## src/rtl/muldiv_unit_if.sv

```systemverilog
// Request/result bundle between the execute-stage controller and muldiv_unit.
interface muldiv_unit_if;
    logic [31:0] A;
    logic [31:0] B;
    logic [2:0]  MDOp;
    logic        Start;
    logic        Busy;
    logic        Done;
    logic [31:0] HI;
    logic [31:0] LO;

    modport master (output A, B, MDOp, Start, input Busy, Done, HI, LO);
    modport slave  (input A, B, MDOp, Start, output Busy, Done, HI, LO);
endinterface

```

## src/rtl/muldiv_unit.sv

```systemverilog
// Iterative 32-bit multiply/divide unit owning the MIPS HI/LO pair.
// Multiply is right-shifting shift-add; divide is restoring shift-subtract.
// Both share one 64-bit working register: {upper accumulator, lower operand}.
module muldiv_unit (
    input  logic          clk,
    input  logic          rstn,
    muldiv_unit_if.slave  bus
);
    localparam logic [1:0] S_IDLE   = 2'd0;
    localparam logic [1:0] S_RUN    = 2'd1;
    localparam logic [1:0] S_FINISH = 2'd2;

    localparam logic [2:0] OP_MULT  = 3'd1;
    localparam logic [2:0] OP_MULTU = 3'd2;
    localparam logic [2:0] OP_DIV   = 3'd3;
    localparam logic [2:0] OP_DIVU  = 3'd4;
    localparam logic [2:0] OP_MTHI  = 3'd5;
    localparam logic [2:0] OP_MTLO  = 3'd6;

    logic [1:0]  state_q, state_d;
    logic [4:0]  cnt_q, cnt_d;
    logic [63:0] p_q, p_d;      // working register / product / {rem, quo}
    logic [31:0] mc_q, mc_d;    // multiplicand or divisor magnitude
    logic [31:0] a_q, a_d;      // raw dividend, returned in HI on divide-by-zero
    logic        div_q, div_d;
    logic        neg_q, neg_d;  // product / quotient sign
    logic        aneg_q, aneg_d; // remainder sign follows dividend
    logic        bzero_q, bzero_d;
    logic [31:0] hi_q, hi_d;
    logic [31:0] lo_q, lo_d;
    logic        busy_q, busy_d;
    logic        done_q, done_d;

    logic        sgn;
    logic [31:0] a_mag, b_mag;
    logic [32:0] mul_sum;
    logic [32:0] div_rs;
    logic        div_ge;
    logic [31:0] div_rem;
    logic [63:0] prod_neg;

    assign bus.Busy = busy_q;
    assign bus.Done = done_q;
    assign bus.HI   = hi_q;
    assign bus.LO   = lo_q;

    // Operand conditioning and one iteration of each algorithm.
    always_comb begin
        sgn     = (bus.MDOp == OP_MULT) || (bus.MDOp == OP_DIV);
        a_mag   = (sgn && bus.A[31]) ? -bus.A : bus.A;
        b_mag   = (sgn && bus.B[31]) ? -bus.B : bus.B;
        mul_sum = {1'b0, p_q[63:32]} + (p_q[0] ? {1'b0, mc_q} : 33'd0);
        div_rs  = {p_q[63:32], p_q[31]};
        div_ge  = div_rs >= {1'b0, mc_q};
        // Remainder stays below 2^32 after a successful subtract, so the
        // low 32 bits of the difference are exact.
        div_rem = div_ge ? (div_rs[31:0] - mc_q) : div_rs[31:0];
        prod_neg = -p_q;
    end

    // Next-state logic for the IDLE -> RUN x32 -> FINISH sequence.
    always_comb begin
        state_d = state_q;
        cnt_d   = cnt_q;
        p_d     = p_q;
        mc_d    = mc_q;
        a_d     = a_q;
        div_d   = div_q;
        neg_d   = neg_q;
        aneg_d  = aneg_q;
        bzero_d = bzero_q;
        hi_d    = hi_q;
        lo_d    = lo_q;
        busy_d  = busy_q;
        done_d  = 1'b0;
        case (state_q)
            S_IDLE: begin
                if (bus.Start) begin
                    case (bus.MDOp)
                        OP_MULT, OP_MULTU, OP_DIV, OP_DIVU: begin
                            state_d = S_RUN;
                            busy_d  = 1'b1;
                            cnt_d   = 5'd0;
                            div_d   = (bus.MDOp == OP_DIV) || (bus.MDOp == OP_DIVU);
                            neg_d   = sgn && (bus.A[31] ^ bus.B[31]);
                            aneg_d  = sgn && bus.A[31];
                            bzero_d = (bus.B == 32'd0);
                            a_d     = bus.A;
                            if (div_d) begin
                                p_d  = {32'd0, a_mag};
                                mc_d = b_mag;
                            end else begin
                                p_d  = {32'd0, b_mag};
                                mc_d = a_mag;
                            end
                        end
                        OP_MTHI: hi_d = bus.A;
                        OP_MTLO: lo_d = bus.A;
                        default: ;
                    endcase
                end
            end
            S_RUN: begin
                p_d   = div_q ? {div_rem, p_q[30:0], div_ge} : {mul_sum, p_q[31:1]};
                cnt_d = cnt_q + 5'd1;
                if (cnt_q == 5'd31) begin
                    state_d = S_FINISH;
                    cnt_d   = 5'd0;
                end
            end
            S_FINISH: begin
                state_d = S_IDLE;
                busy_d  = 1'b0;
                done_d  = 1'b1;
                if (!div_q) begin
                    {hi_d, lo_d} = neg_q ? prod_neg : p_q;
                end else if (bzero_q) begin
                    hi_d = a_q;
                    lo_d = 32'hFFFF_FFFF;
                end else begin
                    lo_d = neg_q  ? -p_q[31:0]  : p_q[31:0];
                    hi_d = aneg_q ? -p_q[63:32] : p_q[63:32];
                end
            end
            default: begin
                state_d = S_IDLE;
                busy_d  = 1'b0;
            end
        endcase
    end

    // State registers; reset aborts any operation in flight.
    always_ff @(posedge clk or negedge rstn) begin
        if (!rstn) begin
            state_q <= S_IDLE;
            cnt_q   <= 5'd0;
            p_q     <= 64'd0;
            mc_q    <= 32'd0;
            a_q     <= 32'd0;
            div_q   <= 1'b0;
            neg_q   <= 1'b0;
            aneg_q  <= 1'b0;
            bzero_q <= 1'b0;
            hi_q    <= 32'd0;
            lo_q    <= 32'd0;
            busy_q  <= 1'b0;
            done_q  <= 1'b0;
        end else begin
            state_q <= state_d;
            cnt_q   <= cnt_d;
            p_q     <= p_d;
            mc_q    <= mc_d;
            a_q     <= a_d;
            div_q   <= div_d;
            neg_q   <= neg_d;
            aneg_q  <= aneg_d;
            bzero_q <= bzero_d;
            hi_q    <= hi_d;
            lo_q    <= lo_d;
            busy_q  <= busy_d;
            done_q  <= done_d;
        end
    end
endmodule

```

## src/flat_wrapper.sv

```systemverilog
// flat-port wrapper written by rule: the top's interface ports become plain ports
module muldiv_unit_flat 
  (clk, rstn, bus_A, bus_B, bus_MDOp, bus_Start, bus_Busy, bus_Done, bus_HI, bus_LO);
  muldiv_unit_if bus_i ();
  input  logic clk;
  input  logic rstn;
  input wire logic [$bits(bus_i.A)-1:0] bus_A;
  input wire logic [$bits(bus_i.B)-1:0] bus_B;
  input wire logic [$bits(bus_i.MDOp)-1:0] bus_MDOp;
  input wire logic [$bits(bus_i.Start)-1:0] bus_Start;
  output wire logic [$bits(bus_i.Busy)-1:0] bus_Busy;
  output wire logic [$bits(bus_i.Done)-1:0] bus_Done;
  output wire logic [$bits(bus_i.HI)-1:0] bus_HI;
  output wire logic [$bits(bus_i.LO)-1:0] bus_LO;
  assign bus_i.A = bus_A;
  assign bus_i.B = bus_B;
  assign bus_i.MDOp = bus_MDOp;
  assign bus_i.Start = bus_Start;
  assign bus_Busy = bus_i.Busy;
  assign bus_Done = bus_i.Done;
  assign bus_HI = bus_i.HI;
  assign bus_LO = bus_i.LO;
  muldiv_unit u_core (.clk(clk), .rstn(rstn), .bus(bus_i));
endmodule
```

## config.mk

```make
export PLATFORM = sky130hd
export DESIGN_NAME = muldiv_unit_flat
export DESIGN_NICKNAME = d
export VERILOG_FILES = /design/src/rtl/muldiv_unit_if.sv /design/src/rtl/muldiv_unit.sv /design/src/flat_wrapper.sv
export SDC_FILE = /design/constraint.sdc
export NUM_CORES = 1
export LEC_CHECK = 0
export BUFFER_PORTS_ARGS = -buffer_cell sky130_fd_sc_hd__buf_4
export CAP_MARGIN = 5
export CORE_ASPECT_RATIO = 0.8
export CORE_UTILIZATION = 45
export CTS_CLUSTER_DIAMETER = 30
export CTS_CLUSTER_SIZE = 30
export DETAILED_ROUTE_END_ITERATION = 12
export PLACE_DENSITY = 0.65
export SYNTH_ARGS = -nofsm -noshare
export SYNTH_HDL_FRONTEND = slang
export SYNTH_SLANG_ARGS = --single-unit
```

## constraint.sdc

```tcl
create_clock -name clk -period 3.4 [get_ports clk]
set_clock_uncertainty 0.05 [all_clocks]
set_input_delay 0.51 -clock clk [delete_from_list [all_inputs] [get_ports clk]]
set_output_delay 0.51 -clock clk [all_outputs]
set_load 0.01 [all_outputs]
```

## After elaboration in Yosys (flattened, before gate mapping)

Index checks and enable logic that the tools add are counted.

| word-level totals | value |
|---|---|
| register bits | 205 |
| logic and storage cells | 89 |
| input bits | 70 |
| output and inout port bits | 66 |

| cells by class | value |
|---|---|
| add/sub/neg operators | 8 |
| reductions and logical operators | 16 |
| equality and inequality tests | 14 |
| bitwise gates (word level) | 2 |
| mux-type cells | 35 |
| magnitude comparators | 1 |

Operator list:

| cell | number |
|---|---|
| 2-to-1 mux 32 bit | 16 |
| 2-to-1 mux 64 bit | 4 |
| negation 32 bit | 4 |
| one-hot mux 32 bit (2 select lines) | 2 |
| one-hot mux 64 bit (2 select lines) | 1 |
| negation 64 bit | 1 |
| adder 32 x 33 -> 33 bit | 1 |
| greater-or-equal comparator 33 x 32 -> 1 bit | 1 |
| zero test 32 bit | 1 |
| subtractor 32 bit | 1 |
| AND reduction 3 bit | 6 |
| 2-to-1 mux 5 bit | 3 |
| one-hot mux 5 bit (2 select lines) | 1 |
| equality test 3 bit, second input constant | 3 |
| != test 2 bit, second input constant | 4 |
| equality test 3 x 2 -> 1 bit, second input constant | 2 |
| 2-to-1 mux 2 bit | 3 |
| adder 5 x 1 -> 5 bit, second input constant | 1 |
| equality test 5 bit, second input constant | 1 |
| one-hot mux 2 bit (2 select lines) | 1 |
| nonzero test 2 bit | 2 |
| OR reduction 4 bit | 1 |
| equality test 3 x 1 -> 1 bit, second input constant | 1 |
| logical AND 1 bit | 3 |
| 9 further kinds | 12 |

## Logic depth before layout (Yosys ltp)

| logic depth | value |
|---|---|
| depth in word-level cells | 8 |
| depth in mapped cells | 14 |
| gate-level depth less buffers | 13 |

## Worst setup path before layout

No wires, ideal clock.

| timing path | value |
|---|---|
| path kind | reg-to-reg |
| start point | reg u_core.p_q[12] |
| end point | reg u_core.hi_q[31] (netlist: u_core.bus.HI[31]) |
| clock period less this slack | 3.316 ns |
| stages on the path, launching flop included | 11 |
| buffers on the path | 2 |
| setup time | 0.134 ns |
| arrival time | 3.131 ns |
| data required time | 3.216 ns |
| slack | 0.084 ns |
| path through | dfrtp_1 -> buf_6 -> or4_4 -> or4b_4 -> or3_4 -> or2_1 -> buf_6 -> or4b_4 -> o21ai_2 -> xor2_1 -> o21ai_1 |

| between the ends | value |
|---|---|
| cells in the longest elaborated chain, start to end | 4 |

RTL lines:

| element | RTL line | source |
|---|---|---|
| start, declared | muldiv_unit.sv:22 | `logic [63:0] p_q, p_d;` |
| start signal, assigned | muldiv_unit.sv:151 | `p_q <= p_d;` |
| negation 64 bit | muldiv_unit.sv:58 | `prod_neg = -p_q;` |
| 2-to-1 mux 64 bit | muldiv_unit.sv:116 | `{hi_d, lo_d} = neg_q ? prod_neg : p_q;` |
| 2-to-1 mux 32 bit | muldiv_unit.sv:115 | `if (!div_q) begin` |
| one-hot mux 32 bit (2 select lines) | muldiv_unit.sv:76 | `case (state_q)` |
| end signal, assigned | muldiv_unit.sv:158 | `hi_q <= hi_d;` |
| end, declared | muldiv_unit.sv:29 | `logic [31:0] hi_q, hi_d;` |

No other way between the ends.
A chain may end at the register's enable or synchronous reset.

## Final worst setup path

| timing path | value |
|---|---|
| start point | reg u_core.mc_q[8] |
| end point | reg u_core.p_q[44] |

| between the ends | value |
|---|---|
| cells in the longest elaborated chain, start to end | 4 |
| elaborated cells on any way between the ends | 7 |
| classes of those cells | add/sub: 2; order compare: 1; mux: 4 |

RTL lines:

| element | RTL line | source |
|---|---|---|
| start, declared | muldiv_unit.sv:23 | `logic [31:0] mc_q, mc_d;` |
| start signal, assigned | muldiv_unit.sv:152 | `mc_q <= mc_d;` |
| 2-to-1 mux 32 bit (tied with other cells) | muldiv_unit.sv:52 | `mul_sum = {1'b0, p_q[63:32]} + (p_q[0] ? {1'b0, mc_q} : 33'd0);` |
| adder 32 x 33 -> 33 bit or 2-to-1 mux 32 bit (tied branches) | muldiv_unit.sv:52, muldiv_unit.sv:57 |  |
| 2-to-1 mux 64 bit * | muldiv_unit.sv:104 | `p_d = div_q ? {div_rem, p_q[30:0], div_ge} : {mul_sum, p_q[31:1]};` |
| one-hot mux 64 bit (2 select lines) * | muldiv_unit.sv:76 |  |

Mark *: on every way between the ends. The rest lies on a longest branch, timed or not.

==> impl_metrics.py <==
metrics = {
    "route": {
        "routed_wirelength_um": 64820,
        "drc_errors": 0,
        "post_drt_via_cell_ratio": 6.259,
        "routedWlPerCell_um": 23.45,
        "drt_pre_antenna_iters": 6,
        "drt_iter0_markers": 1975,
        "ant_nets": 0,
        "via_count": 17300,
    },
    "sta": {
        "finalWorstPathRequiredPeriod_ps": 3330,
        "transition_time_at_the_pin_with_the_least_slew_margin_ps": 937.9,
        "fin_hold_ws_ps": 212.5,
        "slew-limit-headroom_pct": 37.47,
        "report.final.setup_viol": 0,
        "fin_crit_sh_pct": 97.93,
        "final_number_of_hold_violating_endpoints": 0,
        "fmax_ghz": 0.3003,
        "rsz0062_at_grt": "yes",
        "final_max_slew_viol_count": 0,
    },
    "clocking": {
        "cts.sinks": 205,
        "clk_pin_slew_ps": 50,
        "cts-htree-levels": 2,
        "buffer_depth_of_the_longest_clock_path": 3,
        "cts_made_buffers": 49,
        "cts_tree": "built",
        "clk-insertion-delay-late_ps": 560,
        "cts_root_buf": "sky130_fd_sc_hd__clkbuf_16",
    },
    "finish": {
        "fillerInstances": 3302,
        "final_layout_size_suffix_gt1_share_pct": 20.01,
        "diodes": 0,
        "finalNetCount": 2385,
        "syn2layout_area_growth_pct": 24.55,
        "design_area_um2": 20870,
    },
    "floorplan": {
        "die_ar_um2": 38020,
        "initial_utilization_pct": 46.16,
        "die_width_um": 217.8,
        "num_io_pins": 136,
        "core_region_area_um2": 36300,
        "die_h_um": 174.6,
        "std_cell_rows": 62,
    },
    "synthesis": {
        "synth_area_per_cell_um2": 8.053,
        "synth_edf_count": 0,
        "netlist_instances": 2081,
        "xor_and_xnor_fraction_of_the_mapped_netlist_area_pct": 10.71,
        "asyncSetResetFlopFracSynth_pct": 100.0,
        "synthSimpleGateAreaFrac_pct": 16.35,
        "ys.flop_type": "sky130_fd_sc_hd__dfrtp_1",
        "synth_seq_cells": 205,
        "synth.mux.area_fraction_pct": 6.294,
        "synth_adder_area_share_pct": 5.466,
        "synth_largest_area_cell": "sky130_fd_sc_hd__dfrtp_1",
        "number_of_library_cell_types_mapped_by_synthesis": 71,
        "synth_area_in_compound_gates_pct": 25.49,
        "yosysTopAreaCellShare_pct": 30.61,
        "synth.yosys.warnings": 0,
        "syn-cell-area_um2": 16760,
        "sequential_element_share_of_the_synthesized_area_pct": 30.61,
        "main_combinational_cell_family_by_area_after_synthesis": "compound AO/OA/AOI/OAI gates",
        "yosys-top-cells-area": "sky130_fd_sc_hd__dfrtp_1, sky130_fd_sc_hd__xnor2_1, sky130_fd_sc_hd__o21ai_0",
        "post_synth_net_total": 2223,
    },
    "setup_path": {
        "path_max_fanout": 22,
        "setup.worst_path.start_class": "flip-flop",
        "worstSetupPathType": "reg2reg",
        "cp_slowest_cell": "sky130_fd_sc_hd__dfrtp_1",
        "crit_path_max_incr_delay_ps": 380,
        "setup.worst_path.end_class": "flip-flop",
        "cp_data_arrival_time_ps": 3700,
        "cell_by_cell_trace_of_the_critical_path": "inv_1, ha_1, a21oi_1, o21ai_0, nor2b_1, a211o_1, o211ai_1, a31oi_2, o21ai_4, buf_12, mux2i_1, o21ai_0",
        "timing.critical_path.required_ps": 3770,
        "cp_dominant_cell_by_count": "sky130_fd_sc_hd__o21ai_0",
    },
    "placed_design": {
        "detailed_place.area_um2": 18860,
        "hpwlAfterDp_um": 48870,
        "placement.io_buffers": 135,
        "place.gp.congestion": 1.003,
    },
    "power_and_ir_drop": {
        "vdd.ir_drop.worst_v": 0.0007342,
        "power.density_cell_area_nw_per_um2": 1190,
        "tot_pwr_mw": 24.84,
        "p_leak_nw": 8.977,
    },
    "global_routing": {
        "global_route.usage.total_pct": 33.54,
        "grt_first_pass_wirelength_um": 97230,
        "global_route.overflow_total": 0,
        "number_of_antenna_violations_at_the_first_check_in_global_routing": 2,
        "grt_max_degree": 72,
        "grt_pass1_vias": 16090,
    },
    "run": {
        "max_cap_violations": 0,
    },
    "outcome": {
        "run_status": "finished, final reports clean",
    },
    "hold_path": {
        "hold_class": "in2reg",
    },
}
==> through the flow <==
stage                     instances  util (%)  setup WS, ps  setup TNS [ps]
final                          2764     57.49         70.35               0
after CTS                      2758     56.89        -1.558          -1.558
after global placement         2665     51.94        -78.89          -134.9
after global routing           2764     57.49        -56.34          -162.6
after detailed placement       2665     51.94        -106.8          -203.0
after floorplan                2081         -         84.48               0
==> cells in the final DEF, fill, tap and decap left out, types with 15 or more instances in the layout <==
cell type | Yosys | final
sky130_fd_sc_hd__mux2_2 | 35 | 35
sky130_fd_sc_hd__nand2_1 | 214 | 213
sky130_fd_sc_hd__buf_4 | 0 | 260
sky130_fd_sc_hd__nor4_1 | 18 | 15
sky130_fd_sc_hd__nor3_1 | 30 | 30
sky130_fd_sc_hd__ha_1 | 70 | 68
sky130_fd_sc_hd__clkbuf_16 | 0 | 51
sky130_fd_sc_hd__nand3_1 | 27 | 27
sky130_fd_sc_hd__a21oi_1 | 151 | 142
sky130_fd_sc_hd__mux2i_1 | 66 | 66
sky130_fd_sc_hd__a21o_1 | 32 | 32
sky130_fd_sc_hd__o211ai_1 | 24 | 24
sky130_fd_sc_hd__o31ai_1 | 30 | 26
sky130_fd_sc_hd__o21ai_0 | 213 | 208
sky130_fd_sc_hd__a22oi_1 | 30 | 29
sky130_fd_sc_hd__or3_1 | 15 | 15
sky130_fd_sc_hd__nand2b_1 | 22 | 21
sky130_fd_sc_hd__xnor2_1 | 125 | 125
sky130_fd_sc_hd__inv_1 | 62 | 61
sky130_fd_sc_hd__xor2_1 | 80 | 79
sky130_fd_sc_hd__dfrtp_1 | 205 | 200
sky130_fd_sc_hd__a211oi_1 | 46 | 46
sky130_fd_sc_hd__a31oi_1 | 28 | 23
sky130_fd_sc_hd__nor2_1 | 167 | 166
sky130_fd_sc_hd__o22ai_1 | 41 | 41
==> synthesized netlist by cell type (32+ instances only) <==
master	number
sky130_fd_sc_hd__xor2_1	80
sky130_fd_sc_hd__clkbuf_1	146
sky130_fd_sc_hd__nand2_1	214
sky130_fd_sc_hd__ha_1	70
sky130_fd_sc_hd__nor2_1	167
sky130_fd_sc_hd__dfrtp_1	205
sky130_fd_sc_hd__a211oi_1	46
sky130_fd_sc_hd__o21ai_0	213
sky130_fd_sc_hd__mux2i_1	66
sky130_fd_sc_hd__xnor2_1	125
sky130_fd_sc_hd__a21oi_1	151
sky130_fd_sc_hd__inv_1	62
sky130_fd_sc_hd__o22ai_1	41
sky130_fd_sc_hd__mux2_2	35
sky130_fd_sc_hd__a21o_1	32
==> worst max-delay path: cells and delay by family, from the launching register on <==
kind            cells  cell delay, ps
mux                 1             340
flops               1             380
compound gates      7            1460
simple gates        1             170
fa+ha+maj           1             370
buf+inv             2             410
==> flip-flops by register name (all words and copies together), names as in the netlist <==
signal and flops:
u_core.aneg_q 1, u_core.bzero_q 1, u_core.state_q 2, u_core.div_q 1
u_core.bus.Busy 1, u_core.neg_q 1, u_core.a_q 32, u_core.bus.LO 32
u_core.bus.HI 32, u_core.bus.Done 1, u_core.cnt_q 5, u_core.p_q 64
u_core.mc_q 32
==> routing by layer <==
| metal | routed length (um) | vias up | part of all wire, % | track usage [%] |
|---|---|---|---|---|
| met2 | 26730 | 956 | 41 | 47.01 |
| met1 | 28860 | 8329 | 45 | 48.97 |
| met5 | 73 | - | 0.11 | 0 |
| met4 | 1790 | 4 | 2.8 | 10.23 |
| met3 | 7367 | 132 | 11 | 10.04 |
| li1 | - | 7878 | - | - |
==> cell families (layout without fill, tap and decap cells) <==
kind of cell | after synthesis | in the layout
AOI/OAI and AO/OA | 688 | 688
xor gates and xnor gates | 205 | 205
buffers and inverters | 222 | 425
adders and majority gates | 72 | 72
DFF | 205 | 205
muxes | 101 | 101
and+or+nand+nor | 588 | 588
==> layout make-up <==
type | count | area [um2] | share of cell area [%]
multi-input cells | 1654 | 11010 | 52.73
flip-flops and latches | 205 | 5136 | 24.61
repair buffers | 269 | 2107 | 10.10
clock buffers | 59 | 1336 | 6.402
well taps | 480 | 600.6 | 2.878
clock inverters | 33 | 445.4 | 2.134
inverters | 64 | 240.2 | 1.151
==> final timing paths <==
kind,startpoint,endpoint,slack (ps),cells past startpoint
hold / removal,bus_B[30],u_core.bzero_q$_DFFE_PN0P_,210,3
setup reg to reg,u_core.mc_q[8]$_DFFE_PN0P_,u_core.p_q[44]$_DFFE_PN0P_,70,12
max in group asynchronous,rstn,u_core.p_q[33]$_DFFE_PN0P_,1820,3
hold reg to reg,u_core.bus.LO[13]$_DFFE_PN0P_,u_core.bus.LO[13]$_DFFE_PN0P_,430,2
min in group asynchronous,rstn,u_core.p_q[49]$_DFFE_PN0P_,500,2
setup / recovery,u_core.mc_q[8]$_DFFE_PN0P_,u_core.p_q[44]$_DFFE_PN0P_,70,12
==> power breakdown <==
part           internal, mW  leakage, nW  switching, mW
logic                  6.38         5.68           8.55
registers              3.69         2.45           1.16
clock network          3.48        0.843           1.58
==> what timing repair did <==
action,4_1_cts,5_1_grt
hold buffers,1,0
setup buffers,0,6
pin swaps,0,17
cloned,0,0
hold endpoints to repair,65,0
setup endpoints to repair,2,27
gates resized for setup,2,41
(Power assumes the default switching activity.)
